## config.mk

```make
export PLATFORM = sky130hd
export DESIGN_NAME = fb_write_ctrl
export DESIGN_NICKNAME = d
export VERILOG_FILES = /design/src/rtl/fb_pkg.sv /design/src/rtl/fb_rr_arbiter.sv /design/src/rtl/fb_write_ctrl.sv
export SDC_FILE = /design/constraint.sdc
export NUM_CORES = 1
export LEC_CHECK = 0
export BUFFER_PORTS_ARGS = -buffer_cell sky130_fd_sc_hd__clkbuf_2
export CAP_MARGIN = 20
export CORE_ASPECT_RATIO = 0.7
export CORE_MARGIN = 2
export CORE_UTILIZATION = 50
export DETAILED_ROUTE_END_ITERATION = 10
export PLACE_DENSITY = 0.78
export SLEW_MARGIN = 20
export SYNTH_ARGS = -nofsm -noshare
export SYNTH_HDL_FRONTEND = slang
export SYNTH_HIERARCHICAL = 1
export SYNTH_SLANG_ARGS = --single-unit
```

## constraint.sdc

```tcl
create_clock -name clk_in -period 2.1 [get_ports clk_in]
set_input_delay 0.21 -clock clk_in [delete_from_list [all_inputs] [get_ports clk_in]]
set_output_delay 0.21 -clock clk_in [all_outputs]
set_load 0.01 [all_outputs]
```

## src/rtl/fb_pkg.sv

```systemverilog
// Shared types and default widths for the LED frame-buffer write path.
package fb_pkg;

  localparam int FB_ADDR_W = 12;
  localparam int FB_DATA_W = 8;

  typedef enum logic {
    FB_IDLE  = 1'b0,
    FB_CLEAR = 1'b1
  } fb_state_e;

  typedef enum logic {
    GRANT_STREAM = 1'b0,
    GRANT_HOST   = 1'b1
  } fb_grant_e;

endpackage

```

## src/rtl/fb_rr_arbiter.sv

```systemverilog
// Two-way round-robin arbiter between the pixel stream and the host writer.
module fb_rr_arbiter
  import fb_pkg::*;
(
  input  logic clk_in,
  input  logic reset_n,
  input  logic req_stream,
  input  logic req_host,
  input  logic accept,
  output logic gnt_stream,
  output logic gnt_host
);

  fb_grant_e last_grant_q, last_grant_d;

  // On a tie the requester that did not win last time gets the port
  always_comb begin
    gnt_stream   = 1'b0;
    gnt_host     = 1'b0;
    last_grant_d = last_grant_q;
    if (req_stream && req_host) begin
      if (last_grant_q == GRANT_HOST) gnt_stream = 1'b1;
      else                            gnt_host   = 1'b1;
    end else begin
      gnt_stream = req_stream;
      gnt_host   = req_host;
    end
    if (accept) last_grant_d = gnt_stream ? GRANT_STREAM : GRANT_HOST;
  end

  always_ff @(posedge clk_in or negedge reset_n) begin
    if (!reset_n) last_grant_q <= GRANT_HOST;
    else          last_grant_q <= last_grant_d;
  end

endmodule

```

## src/rtl/fb_write_ctrl.sv

```systemverilog
// Frame-buffer write-port scheduler: stream, host and clear engine share one byte write port.
// Define FB_CLEAR_EN to build the clear engine (CLEAR state and clear pointer).
module fb_write_ctrl
  import fb_pkg::*;
#(
  parameter int                ADDR_W      = FB_ADDR_W,
  parameter int                DATA_W      = FB_DATA_W,
  parameter logic [DATA_W-1:0] CLEAR_VALUE = '0
) (
  input  logic              clk_in,
  input  logic              reset_n,
  input  logic              stream_valid,
  input  logic [DATA_W-1:0] stream_data,
  input  logic              stream_sof,
  output logic              stream_ready,
  input  logic              host_valid,
  input  logic [ADDR_W-1:0] host_addr,
  input  logic [DATA_W-1:0] host_data,
  output logic              host_ready,
  input  logic              clear_req,
  output logic              clear_busy,
  output logic              frame_done,
  output logic              mem_we,
  output logic [ADDR_W-1:0] mem_addr,
  output logic [DATA_W-1:0] mem_data
);

  logic [ADDR_W-1:0] stream_ptr_q, stream_ptr_d, stream_addr;
  logic              mem_we_q, mem_we_d, frame_done_q, frame_done_d;
  logic [ADDR_W-1:0] mem_addr_q, mem_addr_d;
  logic [DATA_W-1:0] mem_data_q, mem_data_d;
  logic              clear_active, clear_start, clear_last;
  logic [ADDR_W-1:0] clear_next;
  logic              allow, gnt_stream, gnt_host;

`ifdef FB_CLEAR_EN
  fb_state_e         state_q, state_d;
  logic [ADDR_W-1:0] clear_ptr_q, clear_ptr_d;

  assign clear_active = (state_q == FB_CLEAR);
  assign clear_start  = clear_req && !clear_active;
  assign clear_last   = &clear_ptr_q;
  assign clear_next   = clear_ptr_q + 1'b1;

  // clear_ptr tracks the address currently on the write port, so the last cycle of CLEAR issues nothing
  always_comb begin
    state_d     = state_q;
    clear_ptr_d = clear_ptr_q;
    if (clear_start) begin
      state_d     = FB_CLEAR;
      clear_ptr_d = '0;
    end else if (clear_active) begin
      if (clear_last) begin
        state_d     = FB_IDLE;
        clear_ptr_d = '0;
      end else begin
        clear_ptr_d = clear_next;
      end
    end
  end

  always_ff @(posedge clk_in or negedge reset_n) begin
    if (!reset_n) begin
      state_q     <= FB_IDLE;
      clear_ptr_q <= '0;
    end else begin
      state_q     <= state_d;
      clear_ptr_q <= clear_ptr_d;
    end
  end
`else
  logic unused_clear_req;
  assign unused_clear_req = clear_req;
  assign clear_active     = 1'b0;
  assign clear_start      = 1'b0;
  assign clear_last       = 1'b0;
  assign clear_next       = '0;
`endif

  assign allow = reset_n && !clear_active && !clear_start;

  fb_rr_arbiter u_arb (
    .clk_in     (clk_in),
    .reset_n    (reset_n),
    .req_stream (stream_valid && allow),
    .req_host   (host_valid && allow),
    .accept     (gnt_stream || gnt_host),
    .gnt_stream (gnt_stream),
    .gnt_host   (gnt_host)
  );

  assign stream_ready = gnt_stream;
  assign host_ready   = gnt_host;

  always_comb begin
    stream_addr  = stream_sof ? '0 : stream_ptr_q;
    stream_ptr_d = stream_ptr_q;
    mem_we_d     = 1'b0;
    mem_addr_d   = mem_addr_q;
    mem_data_d   = mem_data_q;
    frame_done_d = 1'b0;
    if (clear_start) begin
      mem_we_d   = 1'b1;
      mem_addr_d = '0;
      mem_data_d = CLEAR_VALUE;
    end else if (clear_active) begin
      if (!clear_last) begin
        mem_we_d   = 1'b1;
        mem_addr_d = clear_next;
        mem_data_d = CLEAR_VALUE;
      end
    end else if (gnt_stream) begin
      mem_we_d     = 1'b1;
      mem_addr_d   = stream_addr;
      mem_data_d   = stream_data;
      frame_done_d = &stream_addr;
      stream_ptr_d = stream_addr + 1'b1;
    end else if (gnt_host) begin
      mem_we_d   = 1'b1;
      mem_addr_d = host_addr;
      mem_data_d = host_data;
    end
  end

  always_ff @(posedge clk_in or negedge reset_n) begin
    if (!reset_n) begin
      stream_ptr_q <= '0;
      mem_we_q     <= 1'b0;
      mem_addr_q   <= '0;
      mem_data_q   <= '0;
      frame_done_q <= 1'b0;
    end else begin
      stream_ptr_q <= stream_ptr_d;
      mem_we_q     <= mem_we_d;
      mem_addr_q   <= mem_addr_d;
      mem_data_q   <= mem_data_d;
      frame_done_q <= frame_done_d;
    end
  end

  assign mem_we     = mem_we_q;
  assign mem_addr   = mem_addr_q;
  assign mem_data   = mem_data_q;
  assign frame_done = frame_done_q;
  assign clear_busy = clear_active;

endmodule

```

Yosys cells after proc, flatten, opt, wreduce, memory -nomap -nowiden. Cells that the tools add are included.

Flip-flop bits (word level): 35. Input bits: 34. Logic and storage cells: 26.

$add $sub $neg: 1. Multiplexer cells: 13. Reduce and logical (&&, ||, !) cells: 6.

Operators by type and width (count): 2-to-1 mux 12 bit (3); 2-to-1 mux 8 bit (2); adder 12 x 1 -> 12 bit (second input constant) (1); AND reduction 12 bit (1); 2-to-1 mux 1 bit (8); logical AND 1 bit (3); nonzero test 2 bit (1); logical OR 1 bit (1).

Depth between registers and ports, before layout.
Word-level depth: 5. Gate-level depth with buffers: 7.

Modules after synthesis. The synthesis kept the hierarchy.

Modules (own cells, without submodules): fb_write_ctrl (instances 1, cells each 179, area each 1781.7 um^2, sequential area each 850.8 um^2); fb_rr_arbiter (instances 1, cells each 6, area each 57.6 um^2, sequential area each 26.3 um^2).

Worst setup path after synthesis. Ideal clock, no wire load.

Path type: reg-to-reg. From: register u_arb.last_grant_q. To: register stream_ptr_q[7]. Setup time: 0.069 ns. Arrival time: 1.530 ns. Required time: 2.031 ns. Setup slack: 0.501 ns. Stages on the path, launching flop included: 6. Path buffers: 0. Period minus slack after synthesis: 1.599 ns. Cell sequence: dfstp_2 > nand2b_1 > and2_2 > nand2b_1 > or4_1 > nand3_1.

Cells in the longest elaborated chain, start to end: 2.

RTL lines: start: declaration (line fb_rr_arbiter.sv:14) `fb_grant_e last_grant_q, last_grant_d;`; start signal: assignment (line fb_rr_arbiter.sv:33) `else last_grant_q <= last_grant_d;`; 2-to-1 mux 1 bit (line fb_rr_arbiter.sv:22) `if (last_grant_q == GRANT_HOST) gnt_stream = 1'b1;`; 2-to-1 mux 1 bit (line fb_rr_arbiter.sv:21) `if (req_stream && req_host) begin`; named net stream_ready (line fb_write_ctrl.sv:15) `output logic stream_ready,`; end signal: assignment (line fb_write_ctrl.sv:133) `stream_ptr_q <= stream_ptr_d;`; end: declaration (line fb_write_ctrl.sv:28) `logic [ADDR_W-1:0] stream_ptr_q, stream_ptr_d, stream_addr;`.

The timed path passes the listed nets, and every way through them passes these cells. A chain may end at the register's enable or synchronous reset.

Final worst setup path.
From: input reset_n. To: output stream_ready.

Cells in the longest elaborated chain, start to end: 3. Elaborated cells on any way between the ends: 4.

RTL lines: start: declaration (line fb_write_ctrl.sv:11) `input logic reset_n,`; logical AND 1 bit (on tied branches) (line fb_write_ctrl.sv:85, fb_write_ctrl.sv:86); logical AND 1 bit (line fb_rr_arbiter.sv:21); 2-to-1 mux 1 bit (*) (line fb_rr_arbiter.sv:21); end: declaration (line fb_write_ctrl.sv:15).

Mark *: on every way between the ends. The rest lies on a longest branch, timed or not.

==> qor.yml <==
run_status:
  status: "finished, final reports clean"
floorplan:
  die_h_um: 54.7
  fp.dieArea_um2: 4190
  num_rows: 18
  core-area_um2: 3510
  start_util: 0.524
  die_w_um: 76.5
  pin_count: 59
synth:
  ys.flop_type: "dfrtp_1"
  syn_nets: 220
  synthesis.area_um2: 1840
  ys_seq_area_frac: 0.477
  syn-instance-count: 185
  synth.distinct_cells: 48
  ys_async_sr_fraction: 1.00
  synth_warnings: 6
  synth-edff-count: 0
  syn_area_per_cell_um2: 9.94
  synth-seq-cells: 35
global_routing:
  grt_pass1_wl_um: 6930
  grt_pass1_vias: 1379
  antenna_found_initial: 0
  grt_overflow_total: 0
  grt_max_degree: 35
  grtUsageTotal: 0.221
placement:
  dp_hpwl_um: 3030
  io_buffers: 56
  place_congestion: 0.772
clock_tree:
  clockBufferDepth: 2
  post-cts-setup-buffers: 0
  clock_tree.root_cell: "clkbuf_8"
  clk_latency_ns: 0.28
  numClockSinks: 35
  cts_max_level: 2
  path_clk_slew_ns: 0.07
  numCtsBuffers: 5
  cts_tree: "done"
setup_path:
  rr_worst_depth: 5
  r2r-end: "stream_ptr_q[7]"
  cp_max_fo: 27
  worstPathArrival_ns: 1.73
  cp-end-kind: "output port"
  r2r-start: "u_arb/last_grant_q"
  path_class: "primary input to output port"
  cp-start-kind: "primary input"
  r2r_slack_ns: 0.36
  required_ns: 1.89
pwr:
  finalPower_w: 0.00179
  combinationalPowerShare: 0.244
  power_density_nw_per_um2: 788
  p_sw_w: 0.000561
  seqPwrFrac: 0.499
  swShare: 0.314
  clock_power_share: 0.257
  intPower_w: 0.00123
  ir_drop_uv: 550
  power_leakage_nw: 1.05
worst_hold_path:
  hold_start: "stream_data[3]"
  hold_class: "primary input to flop"
  hold_end: "mem_data[3]"
  hold_depth: 3
sta:
  slew_violations: 0
  rsz0062_at_grt: "false"
  hold_violations: 0
  fin_skew_ns: 0.00263
  setup_violations: 0
  period_share: 0.923
  timing.fmax_ghz: 0.516
  fin_crit_ns: 1.94
  setup_tns_ns: 0
cells_and_area:
  drive_above_1_share: 0.324
  area_growth_pct: 23.3
  diodes: 0
  layout.nets: 278
routing:
  drtIter0Drc: 92
  drt.antenna.violating_nets: 0
  num_vias: 1552
  via_per_inst: 5.28
  wl_per_cell_um: 14.3
  drt_wl_total_um: 4200
  dr.pass1.iters: 4
  post-route-drc-count: 0
job:
  drv_cap: 0
==> state kept, by name, summed over array words and instances, names as in the netlist <==
register / cells
u_arb/last_grant_q: 1
frame_done: 1
stream_ptr_q: 12
mem_data: 8
mem_we: 1
mem_addr: 12
==> cells by family after synthesis <==
kind of cell,synth area share
flops,0.477
simple gates,0.210
buf+inv,0.0490
mux,0.115
xor+xnor,0.00476
other cells,0.00204
fa+ha+maj,0.00680
compound gates,0.136
==> layout by cell type, fill, tap and decap left out, drive strengths merged, types with 2 or more instances in the layout <==
cell | synthesis | final
a21oi | 2 | 2
a41oi | 2 | 2
and2 | 3 | 3
and3 | 2 | 2
buf | 7 | 8
clkbuf | 7 | 63
dfrtp | 34 | 34
inv | 3 | 3
mux2i | 20 | 20
nand2 | 21 | 21
nand2b | 7 | 7
nand3 | 6 | 6
nand3b | 5 | 5
nand4 | 3 | 3
nor2 | 6 | 6
nor2b | 8 | 8
nor4 | 2 | 2
o21a | 2 | 2
o21ai | 21 | 21
o22ai | 3 | 3
o311ai | 2 | 2
==> cells in the mapped netlist (2+ instances only) <==
library cell  number  area share
a21oi_1            2      0.0054
a41oi_1            2      0.0095
and2_1             2      0.0068
buf_2              4       0.011
clkbuf_1           6       0.012
dfrtp_1           34        0.46
inv_1              3      0.0061
mux2i_1           20        0.11
nand2_1           21       0.043
nand2b_1           7       0.024
nand3_1            6       0.016
nand3b_1           5       0.020
nand4_1            2      0.0068
nor2_1             6       0.012
nor2b_1            8       0.027
nor4_1             2      0.0068
o21a_1             2      0.0082
o21ai_0           21       0.057
o22ai_1            3       0.010
==> metrics by stage <==
step                hold slack (ns)  setup WS [ns]  instance area (um^2)  utilization  instances
CTS                           0.129        0.00816                  2260        0.643        294
global placement              0.223          0.382                  2170        0.617        285
detailed placement            0.231          0.352                  2170        0.617        285
finish                        0.134          0.163                  2270        0.645        294
global route                  0.143         0.0644                  2270        0.645        294
floorplan                   -0.0856          0.501                  1840            -        185
==> worst max path at each step <==
stage	startpoint	to	slack (ns)	cells after the start
after global routing	reset_n	stream_ready	0.06	7
after floorplan	u_arb/last_grant_q	stream_ptr_q[7]	0.50	5
after CTS	reset_n	stream_ready	0.008	7
after detailed placement	u_arb/last_grant_q	stream_ptr_q[7]	0.35	5
final	reset_n	stream_ready	0.16	7
after global placement	u_arb/last_grant_q	stream_ptr_q[7]	0.38	5
==> worst max-delay path, stage by stage <==
cell and delay (ns):
dlygate4sd3_1 0.53, clkbuf_2 0.16, and2_1 0.16, nand2b_1 0.09, and2_4 0.22, buf_8 0.19
clkbuf_2 0.16
==> routing by layer <==
metal | GRT usage | wire (um) | share of wire
met3 | 0.0710 | 317 | 0.075
met2 | 0.332 | 1800 | 0.43
met4 | 0.0455 | 0 | 0
met1 | 0.316 | 2090 | 0.50
met5 | 0 | 0 | 0
==> power groups by stage <==
stage	combinational, W	clock [W]	sequential [W]
final	0.000436	0.000459	0.000891
after global placement	0.000419	0	0.000896
after global routing	0.000485	0.000517	0.000913
after CTS	0.000435	0.000472	0.000888
after detailed placement	0.000430	0	0.000900
after floorplan	0.000245	0	0.000909
==> final cells by class <==
| class | instances | area [um^2] |
|---|---|---|
| inverter | 3 | 11.3 |
| timing repair buffer | 65 | 358 |
| fill | 321 | 1250 |
| tap | 50 | 62.6 |
| sequential | 35 | 877 |
| clock inverter | 1 | 5.00 |
| clock buffer | 7 | 76.3 |
| multi-input combinational | 133 | 877 |
==> what timing repair did <==
item                                   in CTS  in global routing
resized for setup                           0                  3
setup endpoints to repair                   0                  1
hold buffers                                1                  0
endpoints found under the hold margin       1                  0
Note: power is estimated with default switching activity, not from simulation.
